`src/rtl/frequency_pattern_generator_pkg.sv`:
```
// -----------------------------------------------------------------------------
// frequency_pattern_generator_pkg
// Shared definitions for the frequency pattern generator:
//   - FSM state encodings (IDLE / RUN / STOP)
//   - pixel index type (10-bit, wrapping)
//   - half_period(): clock cycles per half period of a square wave at a given
//     frequency, usable in constant expressions by both the generator and
//     analyzer benches.
// -----------------------------------------------------------------------------
package frequency_pattern_generator_pkg;

  localparam logic [1:0] STATE_IDLE = 2'd0;
  localparam logic [1:0] STATE_RUN  = 2'd1;
  localparam logic [1:0] STATE_STOP = 2'd2;

  localparam int INDEX_WIDTH = 10;
  typedef logic [INDEX_WIDTH-1:0] index_t;

  // Integer division is done in 64 bits so that 2*frequency cannot overflow;
  // a result of zero (frequency above half the clock rate) is clamped to 1,
  // and a zero frequency yields the longest representable half period.
  function automatic logic [31:0] half_period(input int unsigned clock_frequency,
                                              input int unsigned frequency);
    longint unsigned h;
    if (frequency == 0) begin
      h = 64'h0000_0000_FFFF_FFFF;
    end else begin
      h = longint'(clock_frequency) / (64'd2 * longint'(frequency));
      if (h == 0) h = 1;
    end
    return h[31:0];
  endfunction

endpackage

```
`src/rtl/frequency_pattern_generator_square_wave_source.sv`:
```
// -----------------------------------------------------------------------------
// square_wave_source
// One blinking-pixel square wave with two selectable half periods.
// Ports:
//   clock    sole clock
//   aresetn  asynchronous active-low reset (counter and phase cleared)
//   clear    synchronous restart: counter to 0, phase low
//   enable   advance the wave this cycle (frozen otherwise)
//   select   1 = HALF1, 0 = HALF0
//   wave     current phase
// -----------------------------------------------------------------------------
module square_wave_source #(
  parameter logic [31:0] HALF0 = 32'd1,
  parameter logic [31:0] HALF1 = 32'd1
) (
  input  logic clock,
  input  logic aresetn,
  input  logic clear,
  input  logic enable,
  input  logic select,
  output logic wave
);

  logic [31:0] half;
  logic [31:0] count;

  assign half = select ? HALF1 : HALF0;

  // Phase toggles on the cycle the counter reaches half-1, so each level lasts
  // exactly 'half' enabled cycles. Half periods are at least 1 by construction.
  always_ff @(posedge clock or negedge aresetn) begin
    if (!aresetn) begin
      count <= '0;
      wave  <= 1'b0;
    end else if (clear) begin
      count <= '0;
      wave  <= 1'b0;
    end else if (enable) begin
      if (count >= half - 32'd1) begin
        count <= '0;
        wave  <= ~wave;
      end else begin
        count <= count + 32'd1;
      end
    end
  end

endmodule

```
`src/rtl/frequency_pattern_generator.sv`:
```
// -----------------------------------------------------------------------------
// frequency_pattern_generator
// Emits a burst of synthetic line-scan pixels in which three positions blink at
// selectable frequencies, and drives start/stop handshakes for an analyzer.
// Ports:
//   clock        sole clock
//   aresetn      asynchronous active-low reset
//   trigger      one-cycle burst request (accepted only in IDLE)
//   freq_select  per-pixel frequency choice, latched with the trigger
//   done_ack     analyzer write-back confirmation, ends STOP
//   data         8-bit pixel value
//   pixel_clock  pixel strobe, rising edge centred on stable data
//   start        one-cycle pulse on the first RUN cycle
//   stop         high from burst end until acknowledged
//   busy         high whenever not IDLE
// -----------------------------------------------------------------------------
module frequency_pattern_generator
  import frequency_pattern_generator_pkg::*;
#(
  parameter int unsigned CLOCK_FREQUENCY   = 100000000,
  parameter int unsigned LINE_LENGTH       = 1024,
  parameter int unsigned PIXEL_DIVIDER     = 4,
  parameter int unsigned PIXEL0_INDEX      = 63,
  parameter int unsigned PIXEL1_INDEX      = 511,
  parameter int unsigned PIXEL2_INDEX      = 1023,
  parameter int unsigned PIXEL0_FREQUENCY0 = 5000,
  parameter int unsigned PIXEL0_FREQUENCY1 = 10000,
  parameter int unsigned PIXEL1_FREQUENCY0 = 15000,
  parameter int unsigned PIXEL1_FREQUENCY1 = 20000,
  parameter int unsigned PIXEL2_FREQUENCY0 = 25000,
  parameter int unsigned PIXEL2_FREQUENCY1 = 30000,
  parameter int unsigned RUN_CYCLES        = 100000000,
  parameter logic [7:0]  BACKGROUND        = 8'h00,
  parameter logic [7:0]  FOREGROUND        = 8'hFF
) (
  input  logic       clock,
  input  logic       aresetn,
  input  logic       trigger,
  input  logic [2:0] freq_select,
  input  logic       done_ack,
  output logic [7:0] data,
  output logic       pixel_clock,
  output logic       start,
  output logic       stop,
  output logic       busy
);

  localparam logic [31:0] RUN_LAST  = 32'(RUN_CYCLES - 1);
  localparam logic [31:0] DIV_LAST  = 32'(PIXEL_DIVIDER - 1);
  localparam logic [31:0] DIV_HALF  = 32'(PIXEL_DIVIDER / 2);
  localparam index_t      LINE_LAST = index_t'(LINE_LENGTH - 1);
  localparam index_t      P0        = index_t'(PIXEL0_INDEX);
  localparam index_t      P1        = index_t'(PIXEL1_INDEX);
  localparam index_t      P2        = index_t'(PIXEL2_INDEX);

  logic [1:0]  state;
  logic [31:0] run_count;
  logic [31:0] div_count;
  logic [31:0] div_next;
  index_t      pixel_index;
  index_t      index_next;
  logic [2:0]  select_latch;
  logic [2:0]  wave;
  logic        lit;
  logic        wave_clear;
  logic        wave_enable;

  assign wave_clear  = (state == STATE_IDLE) && trigger;
  assign wave_enable = (state == STATE_RUN);

  square_wave_source #(
    .HALF0(half_period(CLOCK_FREQUENCY, PIXEL0_FREQUENCY0)),
    .HALF1(half_period(CLOCK_FREQUENCY, PIXEL0_FREQUENCY1))
  ) wave0 (
    .clock(clock), .aresetn(aresetn), .clear(wave_clear),
    .enable(wave_enable), .select(select_latch[0]), .wave(wave[0])
  );

  square_wave_source #(
    .HALF0(half_period(CLOCK_FREQUENCY, PIXEL1_FREQUENCY0)),
    .HALF1(half_period(CLOCK_FREQUENCY, PIXEL1_FREQUENCY1))
  ) wave1 (
    .clock(clock), .aresetn(aresetn), .clear(wave_clear),
    .enable(wave_enable), .select(select_latch[1]), .wave(wave[1])
  );

  square_wave_source #(
    .HALF0(half_period(CLOCK_FREQUENCY, PIXEL2_FREQUENCY0)),
    .HALF1(half_period(CLOCK_FREQUENCY, PIXEL2_FREQUENCY1))
  ) wave2 (
    .clock(clock), .aresetn(aresetn), .clear(wave_clear),
    .enable(wave_enable), .select(select_latch[2]), .wave(wave[2])
  );

  // Next divider count and next pixel index; the lit decision looks at the
  // index being loaded so data and index change together. Lower-numbered
  // pixels take priority when positions coincide.
  always_comb begin
    div_next   = (div_count == DIV_LAST) ? '0 : div_count + 32'd1;
    index_next = (pixel_index == LINE_LAST) ? '0 : pixel_index + index_t'(1);
    lit        = 1'b0;
    if (index_next == P0) begin
      lit = wave[0];
    end else if (index_next == P1) begin
      lit = wave[1];
    end else if (index_next == P2) begin
      lit = wave[2];
    end
  end

  // Control FSM and pixel stream. The pixel counters advance on every RUN
  // edge, including the one that enters STOP, and then hold through STOP and
  // IDLE. A trigger loads index 0 with all phases low, so the first pixel is
  // always BACKGROUND.
  always_ff @(posedge clock or negedge aresetn) begin
    if (!aresetn) begin
      state        <= STATE_IDLE;
      run_count    <= '0;
      div_count    <= '0;
      pixel_index  <= '0;
      select_latch <= '0;
      data         <= BACKGROUND;
      pixel_clock  <= 1'b0;
      start        <= 1'b0;
      stop         <= 1'b0;
      busy         <= 1'b0;
    end else begin
      start <= 1'b0;
      case (state)
        STATE_IDLE: begin
          if (trigger) begin
            state        <= STATE_RUN;
            select_latch <= freq_select;
            run_count    <= '0;
            div_count    <= '0;
            pixel_index  <= '0;
            data         <= BACKGROUND;
            pixel_clock  <= 1'b0;
            start        <= 1'b1;
            busy         <= 1'b1;
          end
        end
        STATE_RUN: begin
          run_count   <= run_count + 32'd1;
          div_count   <= div_next;
          pixel_clock <= (div_next >= DIV_HALF);
          if (div_next == '0) begin
            pixel_index <= index_next;
            data        <= lit ? FOREGROUND : BACKGROUND;
          end
          if (run_count == RUN_LAST) begin
            state <= STATE_STOP;
            stop  <= 1'b1;
          end
        end
        STATE_STOP: begin
          if (done_ack) begin
            state <= STATE_IDLE;
            stop  <= 1'b0;
            busy  <= 1'b0;
          end
        end
        default: begin
          state <= STATE_IDLE;
          stop  <= 1'b0;
          busy  <= 1'b0;
        end
      endcase
    end
  end

endmodule

```
`config.mk`:
```
export PLATFORM = sky130hd
export DESIGN_NAME = frequency_pattern_generator
export DESIGN_NICKNAME = d
export VERILOG_FILES = /design/src/rtl/frequency_pattern_generator_pkg.sv /design/src/rtl/frequency_pattern_generator_square_wave_source.sv /design/src/rtl/frequency_pattern_generator.sv
export SDC_FILE = /design/constraint.sdc
export NUM_CORES = 1
export LEC_CHECK = 0
export ABC_CLOCK_PERIOD_IN_PS = 3950
export CORE_MARGIN = 5
export CORE_UTILIZATION = 63
export CTS_CLUSTER_DIAMETER = 120
export DETAILED_ROUTE_END_ITERATION = 16
export HOLD_SLACK_MARGIN = 0.03
export PLACE_DENSITY = 0.85
export SLEW_MARGIN = 20
export SYNTH_ARGS = -nofsm -noshare
export SYNTH_HDL_FRONTEND = slang
export SYNTH_HIERARCHICAL = 1
export SYNTH_SLANG_ARGS = --single-unit
```
`constraint.sdc`:
```
create_clock -name clock -period 3.95 [get_ports clock]
set_clock_uncertainty 0.05 [all_clocks]
set_input_delay 0.5925 -clock clock [delete_from_list [all_inputs] [get_ports clock]]
set_output_delay 0.5925 -clock clock [all_outputs]
set_load 0.02 [all_outputs]
```
* After elaboration in Yosys (flattened, before gate mapping) *
Cells that the tools add are included.

storage, ports and cells
  input bits = 7
  logic and storage cells = 112
  output and inout bits = 12
  flip-flop bits (word level) = 190

operators by class
  $add $sub $neg = 9
  reduce and logical (&&, ||, !) cells = 17
  muxes and demuxes = 49
  equal/unequal tests = 12
  bitwise gates (word level) = 5
  magnitude comparators = 4

operators by type and width
  operator                 count
  $mux W32                 11
  $add A32 B1 Y32 const B  5
  $pmux W32 S2             2
  $ge A32 B32 Y1           3
  $sub A32 B1 Y32 const B  3
  $eq A32 B2 Y1 const B    1
  $eq A32 B27 Y1 const B   1
  $ge A32 B2 Y1 const B    1
  $logic_not A32 Y1        1
  $mux W10                 3
  $mux W8                  3
  $eq A10 B10 Y1 const B   2
  $pmux W10 S2             1
  $mux W1                  18
  $pmux W8 S2              1
  $mux W14                 1
  $reduce_and A3 Y1        4
  $mux W11                 1
  $add A10 B1 Y10 const B  1
  $eq A10 B6 Y1 const B    1
  $eq A10 B9 Y1 const B    1
  $reduce_and A2 Y1        5
  $reduce_bool A2 Y1       5
  $mux W9                  1
  other kinds (10)         20

* Longest topological paths before layout *
Gate-level depths: netlist of the first run.

  depth after elaboration = 9
  gate-level depth with buffers = 12
  gate-level depth less buffers = 10

* Hierarchy *
The synthesis of the first run kept the hierarchy.

by module, submodules not included
  module                       seq. area each (µm²)  area each (µm²)  times used  cells each
  frequency_pattern_generator  2102.0                5181.2           1           629
  square_wave_source (wave0)   825.8                 2094.5           1           229
  square_wave_source (wave2)   825.8                 1884.3           1           205
  square_wave_source (wave1)   825.8                 1762.9           1           178

* Least setup slack after synthesis of the first run *
Ideal clock, no wire load.

  path kind = reg-to-reg
  start = reg div_count[0]
  end = reg data[6]
  buffers on the path = 3
  clock period less this slack = 3.098 ns
  required time = 3.773 ns
  path slack = 0.852 ns
  stages on the path, launching flop included = 13
  data arrival time = 2.921 ns
  setup time = 0.127 ns
  cell sequence = dfrtp_1 > ha_1 > buf_2 > nand4_1 > or2_0 > clkbuf_1 > o41ai_1 > o2111ai_1 > or4_4 > nor4b_4 > or2_1 > buf_6 > mux2_1

between the ends
  cells in the longest elaborated chain, start to end = 5
  elaborated cells between the ends (all ways) = 6
  classes of those cells = add/sub: 1; eq/ne: 2; mux: 1; reduce/logical: 2

ends and longest elaborated chain
  element                                                  line                                text
  start, declared                                          frequency_pattern_generator.sv:58   logic [31:0] div_count;
  start signal, assigned                                   frequency_pattern_generator.sv:145  div_count <= div_next;
  $add A32 B1 Y32 / $eq A32 B2 Y1 (equally long branches)  frequency_pattern_generator.sv:99   div_next = (div_count == DIV_LAST) ? '0 : div_count + 32'd1;
  $mux W32 *                                               frequency_pattern_generator.sv:99
  $logic_not A32 Y1 *                                      frequency_pattern_generator.sv:147  if (div_next == '0) begin
  $ne A2 B2 Y1 (no source line) *                          -
  $reduce_and A3 Y1 (no source line) *                     -
  end signal, assigned                                     frequency_pattern_generator.sv:149  data <= lit ? FOREGROUND : BACKGROUND;
  end, declared                                            frequency_pattern_generator.sv:41   output logic [7:0] data,

Mark *: on every way between the ends. The rest lies on a longest branch, timed or not.
A chain may end at the register's enable or synchronous reset.

* Worst setup path in the final report of the first run *
Same ends and word-level chain as after synthesis.

==> out/results.txt, run 1 <==
Pre-antenna DRT Iters - 6
Critical Path AT - 3.77 ns
Top FF cell, synth - dfrtp_1
Fmax - 285 MHz
DR WL/cell - 18.0 µm
Post-DP HPWL - 17,100 µm
Worst Setup End Kind - flip-flop
Final hold vios - 0
WHS - 0.132 ns
Vias/cell - 6.79
Antenna-violating nets left - 0
Placed instance count - 1,421
PD cells - 473 nW/µm²
Yosys warns - 6
Post-synth EDFFs - 0
Worst setup SP type - flip-flop
Initial core utilization - 0.636
N_diodes - 0
Post-route cell area - 11,800 µm²
P_leak - 4.96 nW
Routability cong. - 0.916
Final-report max-slew violation count - 0
Min-delay worst type - in2async
Multi-input logic area - 5870 µm²
Port Buf Inserts - 18
Fraction of layout cells with a size suffix above 1 - 0.0717
Yosys reg bits - 183
TritonCTS clock tree - done
Pre-CTS setup slack - 0.493 ns
Cts hold-fix bufs - 0
Fill cells - 1,361
Cells after Synth - 1,241
Synth Area per Inst - 8.80 µm²
Clk buf depth - 2
WP buf/inv - 0
Layout net count - 1,245
# resized after CTS - 0
Mapped Area - 10,900 µm²
Dpl cell area - 11,100 µm²
Final Non-Filler Cells - 1,453
Routed WL - 26,200 µm
Worst slew pin tran - 1.08 ns
Syn nets - 1,271
Initial DRC Count - 866
Pwr Total - 5.57 mW
CTS Buf Count - 17
GRT Residual Overflow - 0
Post CTS Setup Buffer Count - 0
RSZ-0062 raised after global routing - false
Period Utilization, post-route - 0.887
Final Setup Violations - 0
Clk slew on worst S/H paths - 0.07 ns
Async SR Flop Fraction - 1.00
Top Ports - 19
Row count - 48
Final core occ - 0.685
Register Area - 4580 µm²
CP max stage cell - nor3_1
Worst-path cell chain - ha_1 -> nand3_1 -> nor3_1 -> mux2_2 -> o2111ai_1 -> or4_4 -> nor4b_4 -> or2_1 -> mux2_1
Layout area overhead - 7.74%
Sequential area share after synthesis - 0.419
CTS Sinks - 183
Max_cap viols - 0
Vias in the first global route - 9,360
GRT Util Overall - 0.266
Crit path max-delay family - simple AND/OR/NAND/NOR gates
DRC - 0
Distinct cells, synth - 82
First-pass GRT wire length - 44,700 µm
Max_slew headroom - 0.278
Status - finished, final reports clean
Die height - 142 µm
Largest net degree at the start of global routing - 93
Core Footprint - 17,200 µm²
Die area - 20,100 µm²
Setup CP Type - reg2reg
Initial antenna violation count - 0
CTS H-tree depth - 4
Minimum clock period - 3.50 ns
Clock Latency Late Sink - 0.44 ns
R2R Setup Slk - 0.45 ns
Die width - 142 µm
Worst path required time - 4.22 ns
Final setup TNS - 0 ns
VDD IR max - 0.000441 V
Via count - 9,863
Crit path largest cell delay - 0.47 ns
CTS Root Cell - clkbuf_16
CP Max Fanout - 8
Fin worst setup slack - 0.447 ns
==> flip-flops by register name, indices dropped and copies added, names as in the netlist <==
register and count:
wave0/wave 1, busy 1, div_count 32, wave0/count 32, wave1/count 32, wave1/wave 1
start 1, state 2, pixel_index 10, select_latch 3, pixel_clock 1, wave2/count 32
run_count 32, wave2/wave 1, stop 1, data 1
==> cells in the final DEF (no fill, tap or decap), types with 7 or more instances in the layout <==
master and count:
o41ai_1 7, or3_1 14, buf_4 18, and3_1 29, inv_1 27, ha_1 23
clkdlybuf4s50_1 17, xnor2_1 17, o2111ai_1 16, nand2_1 136, nor3_1 29, o31ai_1 16
nand4_1 40, and2_1 9, or4_1 12, or2_2 7, nor2b_1 7, clkbuf_16 17
a31oi_1 34, and4_1 22, xor2_1 19, dfrtp_1 183, o211ai_1 20, o21ai_0 105
a21oi_1 41, a22oi_1 11, nor4_1 40, nor2_1 99, nand3_1 86
==> Yosys cell counts, types with 5 or more instances <==
cell type | instances | area share
o21ai_0 | 105 | 0.048
or3_1 | 14 | 0.0080
o2111ai_1 | 16 | 0.013
dfrtp_1 | 183 | 0.42
o31ai_1 | 16 | 0.011
nand4_1 | 40 | 0.023
nor2b_1 | 7 | 0.0040
nand3_1 | 86 | 0.039
o211ai_1 | 20 | 0.014
ha_1 | 23 | 0.026
o41ai_1 | 7 | 0.0056
nor4_1 | 40 | 0.023
buf_4 | 9 | 0.0062
nor2_1 | 99 | 0.034
and3_1 | 29 | 0.017
inv_1 | 27 | 0.0093
nand2_1 | 136 | 0.047
clkbuf_1 | 44 | 0.015
buf_2 | 22 | 0.010
a21oi_1 | 41 | 0.019
a41oi_1 | 5 | 0.0040
a22oi_1 | 11 | 0.0076
or2_2 | 7 | 0.0040
a22o_1 | 6 | 0.0048
nor3_1 | 29 | 0.013
mux2i_1 | 6 | 0.0055
nor3b_1 | 5 | 0.0034
xnor2_1 | 17 | 0.014
a31oi_1 | 35 | 0.020
xor2_1 | 19 | 0.015
and4_1 | 22 | 0.018
or4_1 | 12 | 0.0082
and2_1 | 9 | 0.0052
==> kinds of logic (layout without fill, tap and decap cells) <==
group,count (synthesis),in the layout,synth area share
adder cells (fa/ha/maj),23,23,0.0263
AND/OR/NAND/NOR,575,575,0.290
flip-flops,183,183,0.419
buffers and inverters,108,95,0.0443
multiplexers,10,10,0.00997
XOR/XNOR,36,36,0.0289
AO/OA/AOI/OAI,306,306,0.182
==> final cells by class <==
cell class                      instances  area share
Tap cell                              225      0.0239
Clock inverter                         12      0.0149
Multi-Input combinational cell        950       0.498
Timing Repair Buffer                   36      0.0271
Inverter                               27     0.00861
Sequential cell                       183       0.389
Clock buffer                           20      0.0380
==> routing by layer <==
metal  up-vias  share of wire  routed length, µm  global-route usage
li1       4617              -                  -                   -
met1      4783           0.43              11300               0.363
met2       398           0.48              12600               0.427
met3        65          0.065               1700              0.0533
met4         0          0.021                545              0.0889
met5         -              0                  0                   0
==> power breakdown <==
group	internal, mW	total [mW]	switching [mW]
clock network	1.08	1.82	0.741
registers	2.12	2.53	0.407
logic	0.514	1.23	0.714
==> worst paths after layout <==
kind / from / to / cells after the start
min: aresetn / wave1/count[28] / 1
min in group clock: run_count[7] / run_count[7] / 1
max: div_count[0] / data[6] / 9
max in group asynchronous: aresetn / wave0/count[23] / 2
max reg2reg: div_count[0] / data[6] / 9
min reg2reg: run_count[7] / run_count[7] / 1
==> worst reg2reg max path: stages (launching register included) <==
cell and delay [ns]:
dfrtp_1 0.45, ha_1 0.34, nand3_1 0.26, nor3_1 0.47
mux2_2 0.24, o2111ai_1 0.13, or4_4 0.47, nor4b_4 0.29
or2_1 0.33, mux2_1 0.36
Note: power is estimated with default switching activity, not from simulation.
==> run 2, diff against run 1 <==
--- a/config.mk
+++ b/config.mk
@@ -12,6 +12,7 @@
 export DETAILED_ROUTE_END_ITERATION = 16
 export HOLD_SLACK_MARGIN = 0.03
 export PLACE_DENSITY = 0.85
+export SETUP_SLACK_MARGIN = 0.02
 export SLEW_MARGIN = 20
 export SYNTH_ARGS = -nofsm -noshare
 export SYNTH_HDL_FRONTEND = slang
==> results of run 2 <==
Final layout, timing and power as in run 1 (identical DEF).
